### config.mk
export PLATFORM = sky130hd
export DESIGN_NAME = cs_accumulator_mc
export DESIGN_NICKNAME = d
export VERILOG_FILES = /design/src/rtl/cs_acc_pkg.sv /design/src/rtl/cs_acc_resolve.sv /design/src/rtl/cs_accumulator_mc.sv
export SDC_FILE = /design/constraint.sdc
export NUM_CORES = 1
export LEC_CHECK = 0
export CAP_MARGIN = 20
export CELL_PAD_IN_SITES_DETAIL_PLACEMENT = 1
export CELL_PAD_IN_SITES_GLOBAL_PLACEMENT = 1
export CORE_ASPECT_RATIO = 1.5
export CORE_MARGIN = 2
export CORE_UTILIZATION = 50
export DETAILED_ROUTE_END_ITERATION = 10
export GPL_ROUTABILITY_DRIVEN = 1
export HOLD_SLACK_MARGIN = 0.12
export PLACE_DENSITY_LB_ADDON = 0.1
export SLEW_MARGIN = 20
export SYNTH_ARGS = -nofsm -noshare
export SYNTH_HDL_FRONTEND = slang
export SYNTH_SLANG_ARGS = --single-unit
### constraint.sdc
create_clock -name clk -period 6.1 [get_ports clk]
set_input_delay 0.61 -clock clk [delete_from_list [all_inputs] [get_ports clk]]
set_output_delay 0.61 -clock clk [all_outputs]
set_load 0.03 [all_outputs]
### src/rtl/cs_acc_pkg.sv
`default_nettype none
// ============================================================================
// Module   : cs_acc_pkg
// Brief    : Shared defaults and read-FSM state encoding for cs_accumulator_mc.
// Revision : 1.0 - initial release
// ============================================================================
package cs_acc_pkg;

    localparam int c_DEF_W  = 8;
    localparam int c_DEF_CH = 4;

    typedef logic [1:0] state_t;

    localparam logic [1:0] c_ST_IDLE = 2'd0;
    localparam logic [1:0] c_ST_SNAP = 2'd1;
    localparam logic [1:0] c_ST_OUT  = 2'd2;

endpackage
`default_nettype wire

### src/rtl/cs_acc_resolve.sv
`default_nettype none
// ============================================================================
// Module   : cs_acc_resolve
// Brief    : Ripple-carry resolution of a redundant (s, c) pair into {co, sum},
//            where the represented value is s + 2*c.
// Revision : 1.0 - initial release
// ============================================================================
module cs_acc_resolve
    import cs_acc_pkg::*;
#(
    parameter int W = c_DEF_W
) (
    input  logic [W-1:0] s,
    input  logic [W-1:0] c,
    output logic [W-1:0] sum,
    output logic         co
);

    logic [W-1:0] w_b;
    logic [W:0]   w_cy;

    assign w_b     = {c[W-2:0], 1'b0};
    assign w_cy[0] = 1'b0;

    for (genvar i = 0; i < W; i++) begin : g_bit
        assign sum[i]    = s[i] ^ w_b[i] ^ w_cy[i];
        assign w_cy[i+1] = (s[i] & w_b[i]) | (s[i] & w_cy[i]) | (w_b[i] & w_cy[i]);
    end

    // c[W-1] carries weight 2^W, so it folds straight into the top result bit
    assign co = w_cy[W] ^ c[W-1];

endmodule
`default_nettype wire

### src/rtl/cs_accumulator_mc.sv
`default_nettype none
// ============================================================================
// Module   : cs_accumulator_mc
// Brief    : Multi-channel carry-save accumulator with a 2-stage handshaked
//            read-out. Optional sticky wrap flags: define OVF_STICKY_EN.
// Revision : 1.0 - initial release
// ============================================================================
module cs_accumulator_mc
    import cs_acc_pkg::*;
#(
    parameter  int W  = c_DEF_W,
    parameter  int CH = c_DEF_CH,
    localparam int CW = $clog2(CH)
) (
    input  logic          clk,
    input  logic          _rst,
    input  logic          in_valid,
    input  logic [CW-1:0] in_ch,
    input  logic [W-1:0]  A,
    input  logic          Ci,
    input  logic          rd_valid,
    output logic          rd_ready,
    input  logic [CW-1:0] rd_ch,
    input  logic          rd_clr,
    output logic          out_valid,
    input  logic          out_ready,
    output logic [W-1:0]  S,
    output logic          Co,
    output logic          ovf
);

    logic [W-1:0]  r_s [CH];
    logic [W-1:0]  r_c [CH];
    state_t        r_state;
    logic          r_live;
    logic [W-1:0]  r_snap_s;
    logic [W-1:0]  r_snap_c;
    logic          r_snap_ovf;
    logic [W-1:0]  r_sum;
    logic          r_co;
    logic          r_ovf;

    logic          w_rd_fire;
    logic          w_rd_hit;
    logic          w_rd_sticky;
    logic [CH-1:0] w_acc_hit;
    logic [CH-1:0] w_clr_hit;
    logic [W-1:0]  w_base_s [CH];
    logic [W-1:0]  w_base_c [CH];
    logic [W-1:0]  w_x      [CH];
    logic [W-1:0]  w_s_nxt  [CH];
    logic [W-1:0]  w_c_nxt  [CH];
    logic [W-1:0]  w_res_sum;
    logic          w_res_co;

    assign rd_ready  = r_live && (r_state == c_ST_IDLE);
    assign out_valid = (r_state == c_ST_OUT);
    assign w_rd_fire = rd_valid && rd_ready;
    assign S         = r_sum;
    assign Co        = r_co;
    assign ovf       = r_ovf;

    if (CH == (1 << CW)) begin : g_rd_full
        assign w_rd_hit = 1'b1;
    end else begin : g_rd_part
        assign w_rd_hit = ({1'b0, rd_ch} < (CW+1)'(CH));
    end

    // A clearing read turns a same-channel accumulate into accumulate-onto-zero
    always_comb begin
        for (int k = 0; k < CH; k++) begin
            w_acc_hit[k] = in_valid && (in_ch == CW'(k));
            w_clr_hit[k] = w_rd_fire && rd_clr && (rd_ch == CW'(k));
            w_base_s[k]  = w_clr_hit[k] ? '0 : r_s[k];
            w_base_c[k]  = w_clr_hit[k] ? '0 : r_c[k];
            w_x[k]       = {w_base_c[k][W-2:0], Ci};
            w_s_nxt[k]   = w_base_s[k] ^ A ^ w_x[k];
            w_c_nxt[k]   = (w_base_s[k] & A) | (w_base_s[k] & w_x[k]) | (A & w_x[k]);
        end
    end

    always_ff @(posedge clk) begin
        if (!_rst) begin
            for (int k = 0; k < CH; k++) begin
                r_s[k] <= '0;
                r_c[k] <= '0;
            end
        end else begin
            for (int k = 0; k < CH; k++) begin
                if (w_acc_hit[k]) begin
                    r_s[k] <= w_s_nxt[k];
                    r_c[k] <= w_c_nxt[k];
                end else if (w_clr_hit[k]) begin
                    r_s[k] <= '0;
                    r_c[k] <= '0;
                end
            end
        end
    end

`ifdef OVF_STICKY_EN
    logic [CH-1:0] r_sticky;

    // Flag a carry landing in the 2^W slot, which the next accumulate discards
    always_ff @(posedge clk) begin
        if (!_rst) begin
            r_sticky <= '0;
        end else begin
            for (int k = 0; k < CH; k++) begin
                r_sticky[k] <= (w_clr_hit[k] ? 1'b0 : r_sticky[k])
                             | (w_acc_hit[k] & w_c_nxt[k][W-1]);
            end
        end
    end

    assign w_rd_sticky = w_rd_hit && r_sticky[rd_ch];
`else
    assign w_rd_sticky = 1'b0;
`endif

    cs_acc_resolve #(
        .W (W)
    ) u_resolve (
        .s   (r_snap_s),
        .c   (r_snap_c),
        .sum (w_res_sum),
        .co  (w_res_co)
    );

    always_ff @(posedge clk) begin
        if (!_rst) begin
            r_state    <= c_ST_IDLE;
            r_live     <= 1'b0;
            r_snap_s   <= '0;
            r_snap_c   <= '0;
            r_snap_ovf <= 1'b0;
            r_sum      <= '0;
            r_co       <= 1'b0;
            r_ovf      <= 1'b0;
        end else begin
            r_live <= 1'b1;
            case (r_state)
                c_ST_IDLE: begin
                    if (w_rd_fire) begin
                        r_state    <= c_ST_SNAP;
                        r_snap_s   <= w_rd_hit ? r_s[rd_ch] : '0;
                        r_snap_c   <= w_rd_hit ? r_c[rd_ch] : '0;
                        r_snap_ovf <= w_rd_sticky;
                    end
                end
                c_ST_SNAP: begin
                    r_state <= c_ST_OUT;
                    r_sum   <= w_res_sum;
                    r_co    <= w_res_co;
                    r_ovf   <= r_snap_ovf;
                end
                c_ST_OUT: begin
                    if (out_ready) begin
                        r_state <= c_ST_IDLE;
                    end
                end
                default: r_state <= c_ST_IDLE;
            endcase
        end
    end

endmodule
`default_nettype wire

==> run metrics <==
syn_nets 443; layout cell share with drive strength beyond 1 0.09268; routability cong. 0.7791; clk_lat worst skew 0.34 ns; drt total wl 10,590 microns; setup_tns 0 ns; CP endpoint kind register; crit path DAT 3.60 ns; post-synthesis async set-or-reset flop share 0; Yosys reg bits 92; final count of negative-setup-slack endpoints 0; Post-CTS Setup Bufs 0; All-Layer GR Usage 0.2205; Post-synth EDFFs 64; post-CTS resize count 0; GR Overflow Total 0; Setup WS pre-CTS 2.061 ns; number of remaining DRC errors 0; largest cells by area after synthesis edfxtp_1 (40%), fa_1 (16%), dfxtp_1 (12%); kind of critical path register to register; initial drt markers 144; number of global-route vias before repair 3,237; Starting Density 0.5075; largest net degree at the start of global routing 22; Area growth, synth to finish 12.35%; top-area cell type share of the netlist area 0.3976; Crit path top cell by count fa_1; CP max stage cell fa_1; max-slew violation count 0; core area 9524 sq um; IO Pins 31; port buffer count 29; worst r2r src r_snap_s[1]$_SDFFE_PN0P_; first-pass GRT wire length 17,390 microns; post-synthesis cell type count 37; yosys warns 0; Mean Syn Cell Area 12.55 sq um; drt pass-1 iters 4; RSZ-0062 raised after global routing false; H-tree levels 3; Ant. Diodes 0; Via density 5.659; crit path capture S[7]$_SDFFE_PN0N_; Post-Syn Area 4833 sq um; minimum clock period 3.307 ns; Pleak 0.002071 uW; status finished clean; total CTS buffers 9; area leader, netlist edfxtp_1; die area 10,490 sq um; clk slew on worst S/H paths 0.07 ns; r2r endpoint S[7]$_SDFFE_PN0N_; worst rel slew slack 0.4486; CP max stage delay 0.42 ns; top_reg_cell synth edfxtp_1; MaxCap Viol Count 0; Worst Skew 0.005497 ns; worst reg2reg path depth 10; antenna violations before repair 0; Fmax achieved 302.4 MHz; Root Driver clkbuf_16; critical path launch point r_snap_s[1]$_SDFFE_PN0P_; antenna-violating nets left 0; startpoint types register; TritonCTS clock tree done; final hold violation count 0; Post-CTS Hold Fix Bufs 0; Clock Sinks 92; sequential area share after synthesis 0.5136; final worst-path cycle share 0.5421; Die W 84.28 microns; Final #Nets 463; worst setup margin 2.793 ns; Max VDD drop 0.1881 mV; Crit Path Max Fanout 2; post-DP HPWL 8134 microns; via count 2,971; worst slew pin tran 0.8249 ns; Syn Inst Count 385; Std-Cell Rows 44; Crit path required time 6.39 ns; Hold Path Class register to register; PD cells 261.6 nW/um^2; DR WL/cell 20.17 microns; Die Y 124.4 microns; reg2reg setup slack 2.79 ns; Clock Path Buffers 2; CP cell instances ha_1, fa_1, fa_1, fa_1, fa_1, fa_1, inv_1, fa_1, nand2_1, o211a_1
-- worst min-delay path by stage --
stage / startpoint / endpoint / slack, ns / cells past startpoint
2_1_floorplan: r_snap_s[0]$_SDFFE_PN0P_ / S[0]$_SDFFE_PN0N_ / 0.44 / 2
4_1_cts: S[2]$_SDFFE_PN0N_ / S[2]$_SDFFE_PN0N_ / 0.47 / 2
6_report: S[2]$_SDFFE_PN0N_ / S[2]$_SDFFE_PN0N_ / 0.47 / 2
3_3_place_gp: S[1]$_SDFFE_PN0N_ / S[1]$_SDFFE_PN0N_ / 0.45 / 2
5_1_grt: S[1]$_SDFFE_PN0N_ / S[1]$_SDFFE_PN0N_ / 0.50 / 2
3_5_place_dp: S[2]$_SDFFE_PN0N_ / S[2]$_SDFFE_PN0N_ / 0.47 / 2
-- layer usage --
layer  GRT usage  vias up  routed length, microns
li1            -     1348                       -
met3     0.03976       20                     403
met1      0.2869     1536                    4270
met2      0.3739       67                    5724
met5           0        -                       0
met4     0.07116        0                     192
-- cell usage after synthesis (all sizes together), types with 2 or more instances --
master	n
a21boi	9
a22o	16
and2	21
buf	18
clkbuf	5
dfxtp	28
edfxtp	64
fa	38
inv	18
mux4	16
nand2	67
nand3	4
nand4	2
nand4b	3
nor2	57
nor2b	2
nor3b	2
-- logic make-up (layout without fill, tap and decap cells) --
group                      Yosys count  count (layout)  share of synthesized area
DFF                                 92              92                     0.5136
other                                1               1                  0.0007759
xor gates and xnor gates             1               1                   0.001812
and+or+nand+nor                    166             166                     0.1553
muxes                               16              16                    0.07455
AOI/OAI and AO/OA                   29              29                    0.05074
buffers and inverters               41              66                    0.04323
adders and majority gates           39              39                     0.1600
-- registers in the layout (all words and copies together), names as in the netlist --
register,flops
r_c,32
r_s,32
S,8
r_snap_c,8
r_snap_s,8
r_state,2
Co,1
r_live,1
-- area by class of cell --
cell class / instances / area (sq um)
Fill cell: 962 / 4094
Sequential cell: 92 / 2482
Multi-Input combinational cell: 252 / 2150
Timing Repair Buffer: 32 / 307.8
Clock buffer: 11 / 242.7
Tap cell: 115 / 143.9
Inverter: 18 / 67.56
Clock inverter: 5 / 36.28
-- stage by stage --
stage / utilization / hold WS, ns / instance area (sq um) / cells / power (uW)
3_3_place_gp: 0.5414 / 0.4546 / 5156 / 509 / 890.2
6_report: 0.5702 / 0.4678 / 5430 / 525 / 1420
4_1_cts: 0.5707 / 0.4741 / 5435 / 525 / 1432
3_5_place_dp: 0.5414 / 0.4652 / 5156 / 509 / 902.9
5_1_grt: 0.5702 / 0.5015 / 5430 / 525 / 1479
2_1_floorplan: - / 0.4412 / 4833 / 385 / 841.8
-- worst max-delay path, delay by kind of cell, from the launching register on --
family	cells	cell delay (ns)
buffers and inverters	1	0.08
and+or+nand+nor	1	0.07
adders and majority gates	7	2.65
AOI/OAI and AO/OA	1	0.14
DFF	1	0.31
-- power by group --
| group | leakage [uW] | switching (uW) | internal [uW] | total [uW] |
|---|---|---|---|---|
| registers | 0.000901 | 23.5 | 703 | 726 |
| clock network | 0.000136 | 245 | 289 | 534 |
| logic | 0.00103 | 90.4 | 69.7 | 160 |
-- layout by cell type, fill, tap and decap left out, types with 2 or more instances in the layout --
cell             count
and2_1              21
nand4b_1             3
nor2b_1              2
nor2_1              57
buf_4                3
clkbuf_16            9
inv_1               18
nand4_1              2
fa_1                38
a21boi_0             8
dfxtp_1             28
a22o_1              16
nand3_1              4
nand2_1             67
mux4_2              16
edfxtp_1            64
clkdlybuf4s50_1     28
clkinv_4             2
Power figures use the tool's default switching activity.
==> edit, RTL diff (same settings) <==
Change the package constant `c_DEF_W` from 8 to 6.
--- a/src/rtl/cs_acc_pkg.sv
+++ b/src/rtl/cs_acc_pkg.sv
@@ -7,5 +7,5 @@
 package cs_acc_pkg;
 
-    localparam int c_DEF_W  = 8;
+    localparam int c_DEF_W  = 6;
     localparam int c_DEF_CH = 4;
 
Ports: changed (resized A and S); port bits go from 31 to 27. No check against the original RTL was run, so the function may have changed too.
==> edit against the original RTL <==
First-iteration DRC count rose by 31%. Total power fell by 30%. Final cell count is 20% lower. Synthesized area decreased by 23%. Sequential cell count fell by 22. Worst setup slack better by 250 ps. Clock skew rose by 1.2 ps. Critical path type is now in -> reg. Design area shrank 23%. Routed wire length fell by 23%.
==> edit: results (changes against the original RTL) <==
{| class="wikitable"
! Metric !! Value
|-
| Psw || 0.2551 mW (was 0.3590 mW)
|-
| Relative max-transition margin || 0.4812 (was 0.4486)
|-
| Top post-synthesis cells by area || sky130_fd_sc_hd__edfxtp_1 39%, sky130_fd_sc_hd__fa_1 15%, sky130_fd_sc_hd__dfxtp_1 12%, sky130_fd_sc_hd__mux4_1 6.3%, sky130_fd_sc_hd__nand2_1 4.9% (was sky130_fd_sc_hd__edfxtp_1 40%, sky130_fd_sc_hd__fa_1 16%, sky130_fd_sc_hd__dfxtp_1 12%, sky130_fd_sc_hd__mux4_2 7.5%, sky130_fd_sc_hd__nand2_1 5.2%)
|-
| Number of different library cells in the post-synthesis netlist || 33 (was 37)
|-
| Critical path data arrival time || 3170 ps (was 3600 ps)
|-
| Largest fanout of any net on the critical path || 16 (was 2)
|-
| Highest cell delay on the worst timing path || 970 ps (was 420 ps)
|-
| Largest net degree at the start of global routing || 21 (was 22)
|-
| Number of vias per cell after detailed routing || 5.505 (was 5.659)
|-
| Complex-gate fraction of the synthesized area || 0.04883 (was 0.05074)
|-
| Run status || completed (unchanged)
|-
| Final estimated routing congestion in global placement || 0.7943 (was 0.7791)
|-
| Registers with the highest flip-flop counts || r_c (24), r_s (24) (was r_c (32), r_s (32))
|-
| Post-synth EDFFs || 48 (was 64)
|-
| Routed WL per cell || 19.36 um (was 20.17 um)
|-
| IR Drop Worst-Case VDD || 184.8 uV (was 188.1 uV)
|-
| Detailed router's first-iteration violation count || 188 (was 144)
|-
| Syn Nets || 344 (was 443)
|-
| Std cell rows || 38 (was 44)
|-
| Master of the slowest instance on the critical path || sky130_fd_sc_hd__clkdlybuf4s50_1 (was sky130_fd_sc_hd__fa_1)
|-
| Nets || 363 (was 463)
|-
| Worst path top cell family by delay || simple AND/OR/NAND/NOR gates (was adder cells)
|-
| Leakage power figure || 1.608 nW (was 2.071 nW)
|-
| Crit Reg-Reg Endpoint || S[5]$_SDFFE_PN0N_ (was S[7]$_SDFFE_PN0N_)
|-
| Start point of the worst hold path || S[1]$_SDFFE_PN0N_ (was S[2]$_SDFFE_PN0N_)
|-
| Setup slack, reg-to-reg || 3640 ps (was 2790 ps)
|}
[edit: kinds of logic (layout without fill, tap and decap cells)]
kind of cell | after synthesis | count (layout)
mux | 12 | 12
fa+ha+maj | 29 | 29
buf+inv | 30 | 54
xor+xnor | 1 | 1
compound gates | 22 | 22
flops | 70 | 70
other cells | 1 | 1
simple gates | 133 | 133
[edit: routing by layer]
layer | up-vias | global-route usage | share of wire
met5 | - | 0 | 0
li1 | 1062 | - | -
met4 | 0 | 0.1008 | 0.023
met2 | 48 | 0.3875 | 0.54
met1 | 1199 | 0.2762 | 0.40
met3 | 14 | 0.05225 | 0.040
[edit: area by class of cell]
type                            count  share of cell area
Sequential cell                    70              0.4500
Multi-Input combinational cell    198              0.4078
Timing Repair Buffer               27             0.06343
Clock buffer                       14             0.03650
Tap cell                          100             0.02992
Inverter                           11            0.009874
Clock inverter                      2            0.002394
[edit: through the flow]
stage,util,hold slack (ps),setup WS (ps),cells
6_report,0.5786,472.5,3046,422
3_5_place_dp,0.5551,466.6,2667,405
3_3_place_gp,0.5540,453.3,2830,404
5_1_grt,0.5786,499.6,2884,422
2_1_floorplan,-,441.2,3801,298
4_1_cts,0.5776,476.8,3029,421
[edit: worst max-delay path by stage]
stage               slack, ps                 endpoint                startpoint
CTS                      3030  r_s[2][5]$_SDFFCE_PP0P_                  rd_ch[1]
floorplan                3800        S[5]$_SDFFE_PN0N_  r_snap_s[1]$_SDFFE_PN0P_
detailed placement       2670  r_s[2][5]$_SDFFCE_PP0P_                  rd_ch[1]
global placement         2830  r_c[2][2]$_SDFFCE_PP0P_                  rd_ch[1]
global route             2880  r_s[2][5]$_SDFFCE_PP0P_                  rd_ch[1]
finish                   3050  r_s[2][5]$_SDFFCE_PP0P_                  rd_ch[1]
